File: config.mk
export PLATFORM = sky130hd
export DESIGN_NAME = tty_printer_tx
export DESIGN_NICKNAME = d
export VERILOG_FILES = /design/src/rtl/tty_pkg.sv /design/src/rtl/tty_bit_timer.sv /design/src/rtl/tty_printer_tx.sv
export SDC_FILE = /design/constraint.sdc
export NUM_CORES = 1
export LEC_CHECK = 0
export CAP_MARGIN = 30
export CORE_ASPECT_RATIO = 1.4
export CORE_MARGIN = 3
export CORE_UTILIZATION = 53
export CTS_CLUSTER_SIZE = 14
export DETAILED_ROUTE_END_ITERATION = 7
export GPL_TIMING_DRIVEN = 0
export PLACE_DENSITY = 0.78
export SLEW_MARGIN = 15
export SYNTH_ARGS = -nofsm -noshare
export SYNTH_HDL_FRONTEND = slang
export SYNTH_HIERARCHICAL = 1
export SYNTH_SLANG_ARGS = --single-unit
File: constraint.sdc
create_clock -name CLK -period 2.9 [get_ports CLK]
set_input_delay 0.435 -clock CLK [delete_from_list [all_inputs] [get_ports CLK]]
set_output_delay 0.435 -clock CLK [all_outputs]
set_load 0.05 [all_outputs]
File: src/rtl/tty_pkg.sv
// Shared teleprinter definitions: shifter states, IOT function bits, device
// codes and the baud-counter width helper used by transmit and receive logic.
package tty_pkg;

    typedef enum logic [1:0] {
        IDLE  = 2'd0,
        START = 2'd1,
        DATA  = 2'd2,
        STOP  = 2'd3
    } tty_tx_state_t;

    localparam int unsigned IOT_SKIP = 32'd0;
    localparam int unsigned IOT_CLRF = 32'd1;
    localparam int unsigned IOT_LOAD = 32'd2;

    localparam logic [5:0] TTY_KBD = 6'o03;
    localparam logic [5:0] TTY_PRN = 6'o04;

    // Width of a counter that must hold 0..clks-1; never narrower than one bit.
    function automatic int cnt_width(input int clks);
        return (clks <= 32'sd2) ? 32'sd1 : $clog2(clks);
    endfunction

endpackage

File: src/rtl/tty_bit_timer.sv
// Baud counter shared by the teleprinter shifters: counts 0..CLKS_PER_BIT-1,
// wraps, and flags the final cycle of each bit period.
module tty_bit_timer
    import tty_pkg::*;
#(
    parameter int CLKS_PER_BIT = 32'sd434
) (
    input  logic clk_i,
    input  logic rst_n_i,
    input  logic restart_i,
    output logic bit_end_o
);

    localparam int CW = cnt_width(CLKS_PER_BIT);
    localparam logic [CW-1:0] LAST = CW'(CLKS_PER_BIT - 32'sd1);

    logic [CW-1:0] cnt_q;
    logic [CW-1:0] cnt_d;

    // Next count: restart pins the counter at zero, otherwise wrap at LAST.
    always_comb begin
        cnt_d = cnt_q;
        if (restart_i) begin
            cnt_d = CW'(0);
        end else if (cnt_q == LAST) begin
            cnt_d = CW'(0);
        end else begin
            cnt_d = cnt_q + CW'(1);
        end
    end

    // Counter register.
    always_ff @(posedge clk_i or negedge rst_n_i) begin
        if (!rst_n_i) begin
            cnt_q <= CW'(0);
        end else begin
            cnt_q <= cnt_d;
        end
    end

    assign bit_end_o = (cnt_q == LAST);

endmodule

File: src/rtl/tty_printer_tx.sv
// Teleprinter output device (IOT 604x): one-character buffer, async serial
// shifter onto TXD, and the printer flag feeding skip and interrupt request.
module tty_printer_tx
    import tty_pkg::*;
#(
    parameter int CLKS_PER_BIT = 32'sd434,
    parameter int STOP_BITS    = 32'sd2,
    parameter bit FORCE_B7     = 1'b0
) (
    input  logic       CLK,
    input  logic       RESET_N,
    input  logic       EN,
    input  logic [2:0] IR,
    input  logic [7:0] AC,
    input  logic       ck1,
    input  logic       ck2,
    input  logic       ck3,
    input  logic       stb1,
    input  logic       stb2,
    output logic       done,
    output logic       pc_ck,
    output logic       irq,
    output logic       flag,
    output logic       busy,
    output logic       TXD
);

    localparam logic [2:0] STOP_LAST = 3'(STOP_BITS - 32'sd1);

    tty_tx_state_t state_q, state_d;
    logic [2:0]    bit_idx_q, bit_idx_d;
    logic [7:0]    shreg_q, shreg_d;
    logic [7:0]    buf_q, buf_d;
    logic          buf_full_q, buf_full_d;
    logic          flag_q, flag_d;
    logic          busy_q, busy_d;
    logic          txd_q, txd_d;

    logic iot1_s, iot2_s, load_s, clr_s;
    logic bit_end_s, restart_s, frame_end_s;

    assign iot1_s = EN & ck1 & stb1;
    assign iot2_s = EN & ck2 & stb2;
    assign load_s = iot2_s & IR[IOT_LOAD];
    assign clr_s  = iot2_s & IR[IOT_CLRF];

    // Skip is judged on the flag before any clear in the same instruction.
    assign pc_ck = iot1_s & IR[IOT_SKIP] & flag_q;
    assign done  = EN & ck3;
    assign flag  = flag_q;
    assign irq   = flag_q;
    assign busy  = busy_q;
    assign TXD   = txd_q;

    tty_bit_timer #(
        .CLKS_PER_BIT (CLKS_PER_BIT)
    ) u_bit_timer (
        .clk_i     (CLK),
        .rst_n_i   (RESET_N),
        .restart_i (restart_s),
        .bit_end_o (bit_end_s)
    );

    // Shifter sequencing, buffer hand-off and flag update.
    always_comb begin
        state_d     = state_q;
        bit_idx_d   = bit_idx_q;
        shreg_d     = shreg_q;
        buf_d       = buf_q;
        buf_full_d  = buf_full_q;
        flag_d      = flag_q;
        frame_end_s = 1'b0;

        case (state_q)
            IDLE: begin
                if (buf_full_q) begin
                    shreg_d    = {buf_q[7] | FORCE_B7, buf_q[6:0]};
                    buf_full_d = 1'b0;
                    state_d    = START;
                end else begin
                    state_d = IDLE;
                end
            end
            START: begin
                if (bit_end_s) begin
                    state_d = DATA;
                end else begin
                    state_d = START;
                end
            end
            DATA: begin
                if (bit_end_s) begin
                    if (bit_idx_q == 3'd7) begin
                        state_d   = STOP;
                        bit_idx_d = 3'd0;
                    end else begin
                        bit_idx_d = bit_idx_q + 3'd1;
                        shreg_d   = {1'b0, shreg_q[7:1]};
                    end
                end else begin
                    state_d = DATA;
                end
            end
            STOP: begin
                if (bit_end_s) begin
                    if (bit_idx_q == STOP_LAST) begin
                        state_d     = IDLE;
                        bit_idx_d   = 3'd0;
                        frame_end_s = 1'b1;
                    end else begin
                        bit_idx_d = bit_idx_q + 3'd1;
                    end
                end else begin
                    state_d = STOP;
                end
            end
            default: begin
                state_d   = IDLE;
                bit_idx_d = 3'd0;
            end
        endcase

        // A fresh load always wins over the hand-off: the new character waits.
        if (load_s) begin
            buf_d      = AC;
            buf_full_d = 1'b1;
        end else begin
            buf_d = buf_d;
        end

        if (frame_end_s) begin
            flag_d = 1'b1;
        end else if (clr_s) begin
            flag_d = 1'b0;
        end else begin
            flag_d = flag_q;
        end
    end

    assign restart_s = (state_q == IDLE) | (state_d != state_q);

    // Output values are decoded from next state so TXD and busy come straight off flops.
    always_comb begin
        busy_d = (state_d != IDLE) | buf_full_d;
        case (state_d)
            START:   txd_d = 1'b0;
            DATA:    txd_d = shreg_d[0];
            default: txd_d = 1'b1;
        endcase
    end

    // Device registers.
    always_ff @(posedge CLK or negedge RESET_N) begin
        if (!RESET_N) begin
            state_q    <= IDLE;
            bit_idx_q  <= 3'd0;
            shreg_q    <= 8'h00;
            buf_q      <= 8'h00;
            buf_full_q <= 1'b0;
            flag_q     <= 1'b0;
            busy_q     <= 1'b0;
            txd_q      <= 1'b1;
        end else begin
            state_q    <= state_d;
            bit_idx_q  <= bit_idx_d;
            shreg_q    <= shreg_d;
            buf_q      <= buf_d;
            buf_full_q <= buf_full_d;
            flag_q     <= flag_d;
            busy_q     <= busy_d;
            txd_q      <= txd_d;
        end
    end

endmodule

==> impl_metrics.prom, run 1 <==
# TYPE chip_impl_metric gauge
chip_impl_info{name="clk_tree_root_cell",value="sky130_fd_sc_hd__clkbuf_8"} 1
chip_impl_metric{name="timing.hold.ws",unit="ns"} 0.2059
chip_impl_info{name="synth_top_flop_cell",value="sky130_fd_sc_hd__dfrtp_1"} 1
chip_impl_metric{name="floorplan.io_pins",unit=""} 25
chip_impl_metric{name="cts_max_level",unit=""} 2
chip_impl_metric{name="nets",unit=""} 201
chip_impl_metric{name="cp_slowest_stage_delay",unit="ns"} 0.83
chip_impl_metric{name="max_fclk",unit="GHz"} 0.4169
chip_impl_info{name="crit_path_start_kind",value="primary input"} 1
chip_impl_metric{name="worst-path-buf-inv",unit=""} 2
chip_impl_info{name="crit_slowest_cell",value="sky130_fd_sc_hd__clkdlybuf4s50_1"} 1
chip_impl_metric{name="setup.reg_to_reg.worst_slack",unit="ns"} 0.54
chip_impl_metric{name="cts-hold-fix-buffers",unit=""} 0
chip_impl_info{name="timing.critical_path.from",value="EN"} 1
chip_impl_metric{name="utilization",unit=""} 0.7059
chip_impl_info{name="yosysMostFrequentCell",value="sky130_fd_sc_hd__dfrtp_1"} 1
chip_impl_metric{name="num_antenna_cells",unit=""} 0
chip_impl_metric{name="post_synth_instance_area",unit="sq mm"} 0.001674
chip_impl_info{name="rr_startpoint",value="u_bit_timer/cnt_q[1]$_DFF_PN0_"} 1
chip_impl_metric{name="yosysUniqueCellTypes",unit=""} 40
chip_impl_metric{name="post-synth-top-area-fraction",unit=""} 0.4933
chip_impl_metric{name="dpl.hpwl",unit="um"} 2232
chip_impl_metric{name="tns",unit="ns"} 0
chip_impl_info{name="grt_setup_unrepaired",value="no"} 1
chip_impl_info{name="regToRegEndpoint",value="u_bit_timer/cnt_q[3]$_DFF_PN0_"} 1
chip_impl_metric{name="post_cts.resized_instances",unit=""} 0
chip_impl_metric{name="timing.clock.skew",unit="ns"} 0.005506
chip_impl_metric{name="grt_pass1_wl",unit="um"} 5271
chip_impl_metric{name="crit_cells",unit=""} 4
chip_impl_metric{name="clockBufferDepth",unit=""} 2
chip_impl_metric{name="initial_antenna_violation_count",unit=""} 0
chip_impl_info{name="worst_path_most_repeated_cell",value="sky130_fd_sc_hd__clkdlybuf4s50_1"} 1
chip_impl_metric{name="fillers",unit=""} 227
chip_impl_metric{name="detailroute.via_count",unit=""} 1219
chip_impl_metric{name="cap_violations",unit=""} 0
chip_impl_metric{name="timing_hold_violations_final",unit=""} 0
chip_impl_metric{name="fin_ws",unit="ns"} 0.5012
chip_impl_metric{name="totalWireLength",unit="um"} 2991
chip_impl_metric{name="area.sequential",unit="sq um"} 852.1
chip_impl_metric{name="flow.area_growth_from_synthesis",unit="%"} 23.77
chip_impl_metric{name="fin_crit",unit="ns"} 2.399
chip_impl_info{name="timing.critical_path.max_delay_family",value="buffers and inverters"} 1
chip_impl_info{name="hold_path_class",value="primary input to asynchronous set/reset pin"} 1
chip_impl_metric{name="initial_utilization",unit=""} 0.5703
chip_impl_info{name="critPathCaptureType",value="output port"} 1
chip_impl_info{name="crit_path_cell_trace",value="clkdlybuf4s50_1 > nand3_1 > nor2_1 > clkdlybuf4s50_1"} 1
chip_impl_metric{name="die_area",unit="sq mm"} 0.003879
chip_impl_metric{name="track_usage",unit=""} 0.1827
chip_impl_metric{name="cp_data_required_time",unit="ns"} 2.47
chip_impl_info{name="worstSetupPathType",value="primary input to output port"} 1
chip_impl_metric{name="drt_iter0_drc",unit=""} 23
chip_impl_metric{name="synth_edf_count",unit=""} 0
chip_impl_metric{name="globalplace.congestion",unit=""} 0.7563
chip_impl_metric{name="die_width",unit="um"} 53.50
chip_impl_metric{name="ys_ff_latch",unit=""} 34
chip_impl_metric{name="seq_area_frac_synth",unit=""} 0.5090
chip_impl_info{name="outcome",value="finished clean"} 1
chip_impl_metric{name="ys_warn_count",unit=""} 6
chip_impl_metric{name="arrival",unit="ns"} 1.96
chip_impl_metric{name="clock_sink_count",unit=""} 34
chip_impl_metric{name="power.leakage",unit="nW"} 0.9565
chip_impl_metric{name="avgViaCountPerCell",unit=""} 5.670
chip_impl_info{name="synth_largest_area_cell",value="sky130_fd_sc_hd__dfrtp_1"} 1
chip_impl_metric{name="design.core.area",unit="sq mm"} 0.002935
chip_impl_metric{name="cts_made_buffers",unit=""} 5
chip_impl_metric{name="die_height",unit="um"} 72.50
chip_impl_info{name="ys_top_cells_by_count",value="33 x sky130_fd_sc_hd__dfrtp_1, 11 x sky130_fd_sc_hd__nor2_1, 8 x sky130_fd_sc_hd__a22o_1, 8 x sky130_fd_sc_hd__mux2_2, 8 x sky130_fd_sc_hd__nand2_1"} 1
chip_impl_metric{name="timing_worst_slew_pin_value",unit="ns"} 0.7214
chip_impl_metric{name="post_detailed_route_wirelength_per_cell",unit="um"} 13.91
chip_impl_metric{name="drcViolationCount",unit=""} 0
chip_impl_metric{name="postSynth.asyncResetShare",unit=""} 1.000
chip_impl_metric{name="multi_input_area",unit="sq um"} 750.7
chip_impl_metric{name="number_of_global_route_vias_before_repair",unit=""} 1202
chip_impl_metric{name="clkLatencyLatePin",unit="ns"} 0.28
chip_impl_metric{name="buffer_ports.inserted",unit=""} 24
chip_impl_metric{name="rr_worst_depth",unit=""} 9
chip_impl_metric{name="post_route_fraction_of_the_period_consumed_by_the_critical_path",unit=""} 0.8272
chip_impl_info{name="critical_path.endpoint",value="pc_ck"} 1
chip_impl_metric{name="globalRoute.totalOverflow",unit=""} 0
chip_impl_metric{name="vdd.ir_drop.worst",unit="uV"} 393.5
chip_impl_info{name="synth.top_cells.by_area",value="sky130_fd_sc_hd__dfrtp_1 49%, sky130_fd_sc_hd__mux2_2 5.4%, sky130_fd_sc_hd__a22o_1 4.2%, sky130_fd_sc_hd__ha_1 3.7%, sky130_fd_sc_hd__a21o_1 3.1%"} 1
chip_impl_metric{name="setup_viol",unit=""} 0
chip_impl_metric{name="pin_count_of_the_biggest_net_entering_global_routing",unit=""} 35
chip_impl_metric{name="maxSlewHeadroom",unit=""} 0.5191
chip_impl_metric{name="post-cts-setup-buffer-count",unit=""} 0
chip_impl_metric{name="final_antenna_net_count",unit=""} 0
chip_impl_metric{name="synthCells",unit=""} 146
chip_impl_metric{name="postSynthAreaPerCell",unit="sq um"} 11.47
chip_impl_metric{name="worstPathMaxFanout",unit=""} 4
chip_impl_metric{name="synth_fp_nets",unit=""} 170
chip_impl_info{name="tritoncts",value="yes"} 1
chip_impl_metric{name="placement.setup.worst_slack",unit="ns"} 0.4964
chip_impl_metric{name="clk_pin_slew_worst_paths",unit="ns"} 0.07
chip_impl_metric{name="count_of_final_max_slew_check_failures",unit=""} 0
chip_impl_metric{name="cellPowerDensity",unit="mW/mm^2"} 493.7
chip_impl_metric{name="row_count",unit=""} 23
chip_impl_metric{name="share_of_post_route_cells_with_drive_strength_above_1",unit=""} 0.1910
chip_impl_metric{name="drtPass1Iterations",unit=""} 4
-- worst min path at each step --
stage	endpoint	slack [ns]	depth (start not counted)
final	state_q[0]$_DFF_PN0_	0.21	1
after global routing	state_q[0]$_DFF_PN0_	0.26	1
after CTS	state_q[0]$_DFF_PN0_	0.24	1
after detailed placement	shreg_q[1]$_DFFE_PN0P_	0.47	1
after global placement	shreg_q[2]$_DFFE_PN0P_	0.46	1
after floorplan	bit_idx_q[0]$_DFFE_PN0P_	0.14	0
-- metrics by stage --
stage | cell area, sq um | std cells | total power, mW
2_1_floorplan | 1674 | 146 | 0.5498
3_3_place_gp | 1961 | 207 | 0.5891
3_5_place_dp | 1956 | 207 | 0.5933
4_1_cts | 2072 | 215 | 1.034
5_1_grt | 2072 | 215 | 1.064
6_report | 2072 | 215 | 1.023
-- state kept, by name, summed over array words and instances, names as in the netlist --
register           flops
u_bit_timer/cnt_q      9
buf_q                  8
shreg_q                8
bit_idx_q              3
state_q                2
TXD                    1
buf_full_q             1
busy                   1
flag                   1
-- cell families after synthesis --
logic type | Yosys count | share of synthesized area
muxes | 10 | 0.06577
buffers and inverters | 11 | 0.04260
AOI/OAI and AO/OA | 36 | 0.1570
adders and majority gates | 5 | 0.03737
and+or+nand+nor | 47 | 0.1726
DFF | 34 | 0.5090
xor gates and xnor gates | 3 | 0.01570
-- cell usage in the layout (no fill, tap or decap), types with 2 or more instances in the layout --
cell type,count
sky130_fd_sc_hd__dfrtp_1,33
sky130_fd_sc_hd__clkdlybuf4s50_1,23
sky130_fd_sc_hd__nor2_1,11
sky130_fd_sc_hd__a22o_1,8
sky130_fd_sc_hd__nand2_1,8
sky130_fd_sc_hd__mux2_2,8
sky130_fd_sc_hd__a21o_1,7
sky130_fd_sc_hd__inv_1,6
sky130_fd_sc_hd__o21ai_0,6
sky130_fd_sc_hd__clkbuf_8,6
sky130_fd_sc_hd__ha_1,5
sky130_fd_sc_hd__a21oi_1,4
sky130_fd_sc_hd__or3_1,4
sky130_fd_sc_hd__buf_6,3
sky130_fd_sc_hd__or2_2,3
sky130_fd_sc_hd__nand4_1,3
sky130_fd_sc_hd__nand3_1,3
sky130_fd_sc_hd__nor3b_2,2
sky130_fd_sc_hd__buf_4,2
sky130_fd_sc_hd__and2_1,2
sky130_fd_sc_hd__nand2b_1,2
sky130_fd_sc_hd__mux2i_1,2
sky130_fd_sc_hd__nor2b_1,2
sky130_fd_sc_hd__and3_1,2
sky130_fd_sc_hd__a21oi_2,2
sky130_fd_sc_hd__xor2_1,2
-- cell type report --
| type | count | area share |
|---|---|---|
| plain buffers | 5 | 0.02355 |
| clock buffers | 7 | 0.04167 |
| clock inverters | 1 | 0.01449 |
| inverters | 6 | 0.01087 |
| multi-input cells | 101 | 0.3623 |
| flip-flops and latches | 34 | 0.4112 |
| well taps | 37 | 0.02234 |
| repair buffers | 24 | 0.1135 |
-- layer usage --
metal	vias to the layer above	global-route usage	share of wire
met5	-	0	0
met4	0	0.07670	0.011
met3	4	0.05133	0.035
met2	19	0.3001	0.55
met1	604	0.2198	0.41
li1	592	-	-
-- where the power goes --
part           switching [mW]  total [mW]  internal [mW]
registers              0.0135       0.515          0.501
clock network           0.161       0.441          0.280
logic                  0.0238      0.0670         0.0432
total                   0.198        1.02          0.825
-- worst reg2reg max path: stages, from the launching register on --
cell and delay, ns:
sky130_fd_sc_hd__dfrtp_1 0.41, sky130_fd_sc_hd__inv_1 0.07, sky130_fd_sc_hd__ha_1 0.13, sky130_fd_sc_hd__nor4b_2 0.26, sky130_fd_sc_hd__and3_1 0.31, sky130_fd_sc_hd__nand2_1 0.20
sky130_fd_sc_hd__nor3_1 0.34, sky130_fd_sc_hd__or3_1 0.22, sky130_fd_sc_hd__a31o_2 0.23, sky130_fd_sc_hd__nor2_1 0.08
Power figures use the tool's default switching activity.
==> run 2, diff against run 1 <==
CORE_UTILIZATION = 48   (was 53)
PLACE_DENSITY = 0.75   (was 0.78)
clock period = 2.2 ns   (was 2.9 ns; I/O delays follow)
==> run 2 against run 1 <==
Against the previous run: via count decreased by 1.5%; non-clock buffer count unchanged; hold slack lost 0.099 ns; largest cell class unchanged; largest power group unchanged.
==> impl_metrics.prom, run 2 (same netlist as run 1, synthesis figures left out) <==
# TYPE chip_impl_metric gauge
chip_impl_info{name="outcome",value="finished clean"} 1
chip_impl_metric{name="count_of_final_max_slew_check_failures",unit=""} 0
chip_impl_info{name="regToRegEndpoint",value="u_bit_timer/cnt_q[8]$_DFF_PN0_"} 1
chip_impl_info{name="max_flop_register",value="u_bit_timer/cnt_q"} 1
chip_impl_metric{name="die_width",unit="um"} 55.91
chip_impl_metric{name="globalRoute.totalOverflow",unit=""} 0
chip_impl_metric{name="pin_count_of_the_biggest_net_entering_global_routing",unit=""} 35
chip_impl_metric{name="final_antenna_net_count",unit=""} 0
chip_impl_info{name="crit_path_start_kind",value="primary input"} 1
chip_impl_metric{name="initial_antenna_violation_count",unit=""} 0
chip_impl_metric{name="pwr-share-clk",unit=""} 0.409
chip_impl_metric{name="arrival",unit="ns"} 1.78
chip_impl_info{name="crit_slowest_cell",value="sky130_fd_sc_hd__clkdlybuf4s50_1"} 1
chip_impl_metric{name="report.power.total",unit="mW"} 1.296
chip_impl_metric{name="drtPass1Iterations",unit=""} 4
chip_impl_metric{name="power.sequential.fraction",unit=""} 0.524
chip_impl_metric{name="crit_cells",unit=""} 3
chip_impl_metric{name="power.switching_fraction",unit=""} 0.2024
chip_impl_metric{name="vdd.ir_drop.worst",unit="uV"} 513.2
chip_impl_metric{name="placement.setup.worst_slack",unit="ns"} -0.1255
chip_impl_metric{name="flow.area_growth_from_synthesis",unit="%"} 26.16
chip_impl_metric{name="maxSlewHeadroom",unit=""} 0.5097
chip_impl_metric{name="grt_pass1_wl",unit="um"} 5016
chip_impl_metric{name="die_area",unit="sq mm"} 0.004242
chip_impl_metric{name="power.leakage",unit="nW"} 0.9753
chip_impl_metric{name="share_of_post_route_cells_with_drive_strength_above_1",unit=""} 0.2191
chip_impl_metric{name="cts_made_buffers",unit=""} 5
chip_impl_metric{name="avgViaCountPerCell",unit=""} 5.535
chip_impl_metric{name="max_reg_flops",unit=""} 9
chip_impl_info{name="rr_startpoint",value="u_bit_timer/cnt_q[1]$_DFF_PN0_"} 1
chip_impl_info{name="critical_path.endpoint",value="done"} 1
chip_impl_info{name="hold_path_class",value="primary input to asynchronous set/reset pin"} 1
chip_impl_metric{name="p_int",unit="mW"} 1.034
chip_impl_info{name="clk_tree_root_cell",value="sky130_fd_sc_hd__clkbuf_8"} 1
chip_impl_metric{name="track_usage",unit=""} 0.1530
chip_impl_metric{name="clock_sink_count",unit=""} 34
chip_impl_metric{name="dpl-instance-area",unit="sq mm"} 0.001958
chip_impl_metric{name="worstPathMaxFanout",unit=""} 4
chip_impl_metric{name="rr_worst_depth",unit=""} 9
chip_impl_metric{name="post_detailed_route_wirelength_per_cell",unit="um"} 14.18
chip_impl_metric{name="dpl.hpwl",unit="um"} 2213
chip_impl_info{name="timing.critical_path.from",value="EN"} 1
chip_impl_metric{name="num_antenna_cells",unit=""} 0
chip_impl_metric{name="fin_crit",unit="ns"} 2.111
chip_impl_metric{name="drt_iter0_drc",unit=""} 31
chip_impl_info{name="largest_registers",value="u_bit_timer/cnt_q: 9 flops, buf_q: 8 flops, shreg_q: 8 flops"} 1
chip_impl_info{name="final_common_cell",value="sky130_fd_sc_hd__dfrtp_1"} 1
chip_impl_metric{name="max_fclk",unit="GHz"} 0.4737
chip_impl_metric{name="detailroute.via_count",unit=""} 1201
chip_impl_metric{name="setup.reg_to_reg.worst_slack",unit="ns"} 0.12
chip_impl_metric{name="post-cts-setup-buffer-count",unit=""} 0
chip_impl_metric{name="net-switching-power",unit="uW"} 262.3
chip_impl_metric{name="cp_data_required_time",unit="ns"} 1.87
chip_impl_metric{name="cellPowerDensity",unit="mW/mm^2"} 613.6
chip_impl_metric{name="totalWireLength",unit="um"} 3076
chip_impl_metric{name="clkLatencyLatePin",unit="ns"} 0.28
chip_impl_metric{name="initial_utilization",unit=""} 0.5162
chip_impl_metric{name="drcViolationCount",unit=""} 0
chip_impl_info{name="grt_setup_unrepaired",value="no"} 1
chip_impl_metric{name="postLayoutCellArea",unit="sq mm"} 0.002112
chip_impl_metric{name="cts_max_level",unit=""} 2
chip_impl_metric{name="nets",unit=""} 201
chip_impl_metric{name="globalplace.congestion",unit=""} 0.7774
chip_impl_info{name="tritoncts",value="yes"} 1
chip_impl_metric{name="setup_viol",unit=""} 0
chip_impl_metric{name="clockBufferDepth",unit=""} 2
chip_impl_metric{name="worst-path-buf-inv",unit=""} 2
chip_impl_info{name="worst_path_most_repeated_cell",value="sky130_fd_sc_hd__clkdlybuf4s50_1"} 1
chip_impl_metric{name="timing.hold.ws",unit="ns"} 0.1064
chip_impl_metric{name="post_cts.resized_instances",unit=""} 4
chip_impl_metric{name="fin_ws",unit="ns"} 0.08881
chip_impl_metric{name="die_height",unit="um"} 75.88
chip_impl_info{name="critPathCaptureType",value="output port"} 1
chip_impl_metric{name="clk_pin_slew_worst_paths",unit="ns"} 0.07
chip_impl_info{name="mostFrequentLayoutCells",value="33 x sky130_fd_sc_hd__dfrtp_1, 22 x sky130_fd_sc_hd__clkdlybuf4s50_1, 11 x sky130_fd_sc_hd__nor2_1"} 1
chip_impl_metric{name="buffer_ports.inserted",unit=""} 24
chip_impl_metric{name="timing_worst_slew_pin_value",unit="ns"} 0.7355
chip_impl_metric{name="utilization",unit=""} 0.6512
chip_impl_info{name="crit_path_cell_trace",value="clkdlybuf4s50_1 > and2_1 > clkdlybuf4s50_1"} 1
chip_impl_info{name="worstSetupPathType",value="primary input to output port"} 1
chip_impl_metric{name="row_count",unit=""} 24
chip_impl_metric{name="cts-hold-fix-buffers",unit=""} 0
chip_impl_metric{name="cp_slowest_stage_delay",unit="ns"} 0.80
chip_impl_metric{name="number_of_global_route_vias_before_repair",unit=""} 1152
chip_impl_metric{name="power_frac_comb",unit=""} 0.067
chip_impl_metric{name="design.core.area",unit="sq mm"} 0.003243
chip_impl_info{name="timing.critical_path.max_delay_family",value="buffers and inverters"} 1
chip_impl_metric{name="cap_violations",unit=""} 0
chip_impl_metric{name="timing_hold_violations_final",unit=""} 0
chip_impl_metric{name="post_route_fraction_of_the_period_consumed_by_the_critical_path",unit=""} 0.9596
chip_impl_metric{name="floorplan.io_pins",unit=""} 25
chip_impl_metric{name="timing.clock.skew",unit="ns"} 0.006774
[run 2: power by group through the flow]
stage,sequential [mW],clock (mW),combinational [mW]
floorplan,0.685,0,0.0397
global placement,0.690,0,0.0875
detailed placement,0.691,0,0.0901
CTS,0.679,0.543,0.0902
global route,0.684,0.572,0.0971
finish,0.679,0.530,0.0873
[run 2: worst min path at each step]
stage	to	depth (start not counted)	from	slack [ns]
after floorplan	bit_idx_q[0]$_DFFE_PN0P_	0	RESET_N	0.03
after global placement	shreg_q[4]$_DFFE_PN0P_	1	shreg_q[4]$_DFFE_PN0P_	0.46
after detailed placement	u_bit_timer/cnt_q[5]$_DFF_PN0_	1	RESET_N	0.44
after CTS	bit_idx_q[1]$_DFFE_PN0P_	1	RESET_N	0.13
after global routing	u_bit_timer/cnt_q[5]$_DFF_PN0_	1	RESET_N	0.16
final	u_bit_timer/cnt_q[5]$_DFF_PN0_	1	RESET_N	0.11
[run 2: layer usage]
metal | share of wire | up-vias | GRT usage | wire length [um]
met3 | 0.030 | 5 | 0.03559 | 93
met4 | 0.014 | 0 | 0.07916 | 44
met1 | 0.43 | 594 | 0.1795 | 1308
li1 | - | 586 | - | -
met5 | 0 | - | 0 | 0
met2 | 0.53 | 16 | 0.2658 | 1630
[run 2: per-stage QoR]
| stage | instances | TNS (ns) |
|---|---|---|
| 2_1_floorplan | 146 | 0 |
| 3_3_place_gp | 209 | -0.5483 |
| 3_5_place_dp | 209 | -0.9138 |
| 4_1_cts | 217 | 0 |
| 5_1_grt | 217 | 0 |
| 6_report | 217 | 0 |
[run 2: final cells by class]
type	instances	area [sq um]
plain buffers	5	48.80
clock buffers	8	110.1
fillers	248	1131
inverters	6	22.52
multi-input cells	101	792.0
flip-flops and latches	34	852.1
well taps	39	48.80
repair buffers	24	237.7
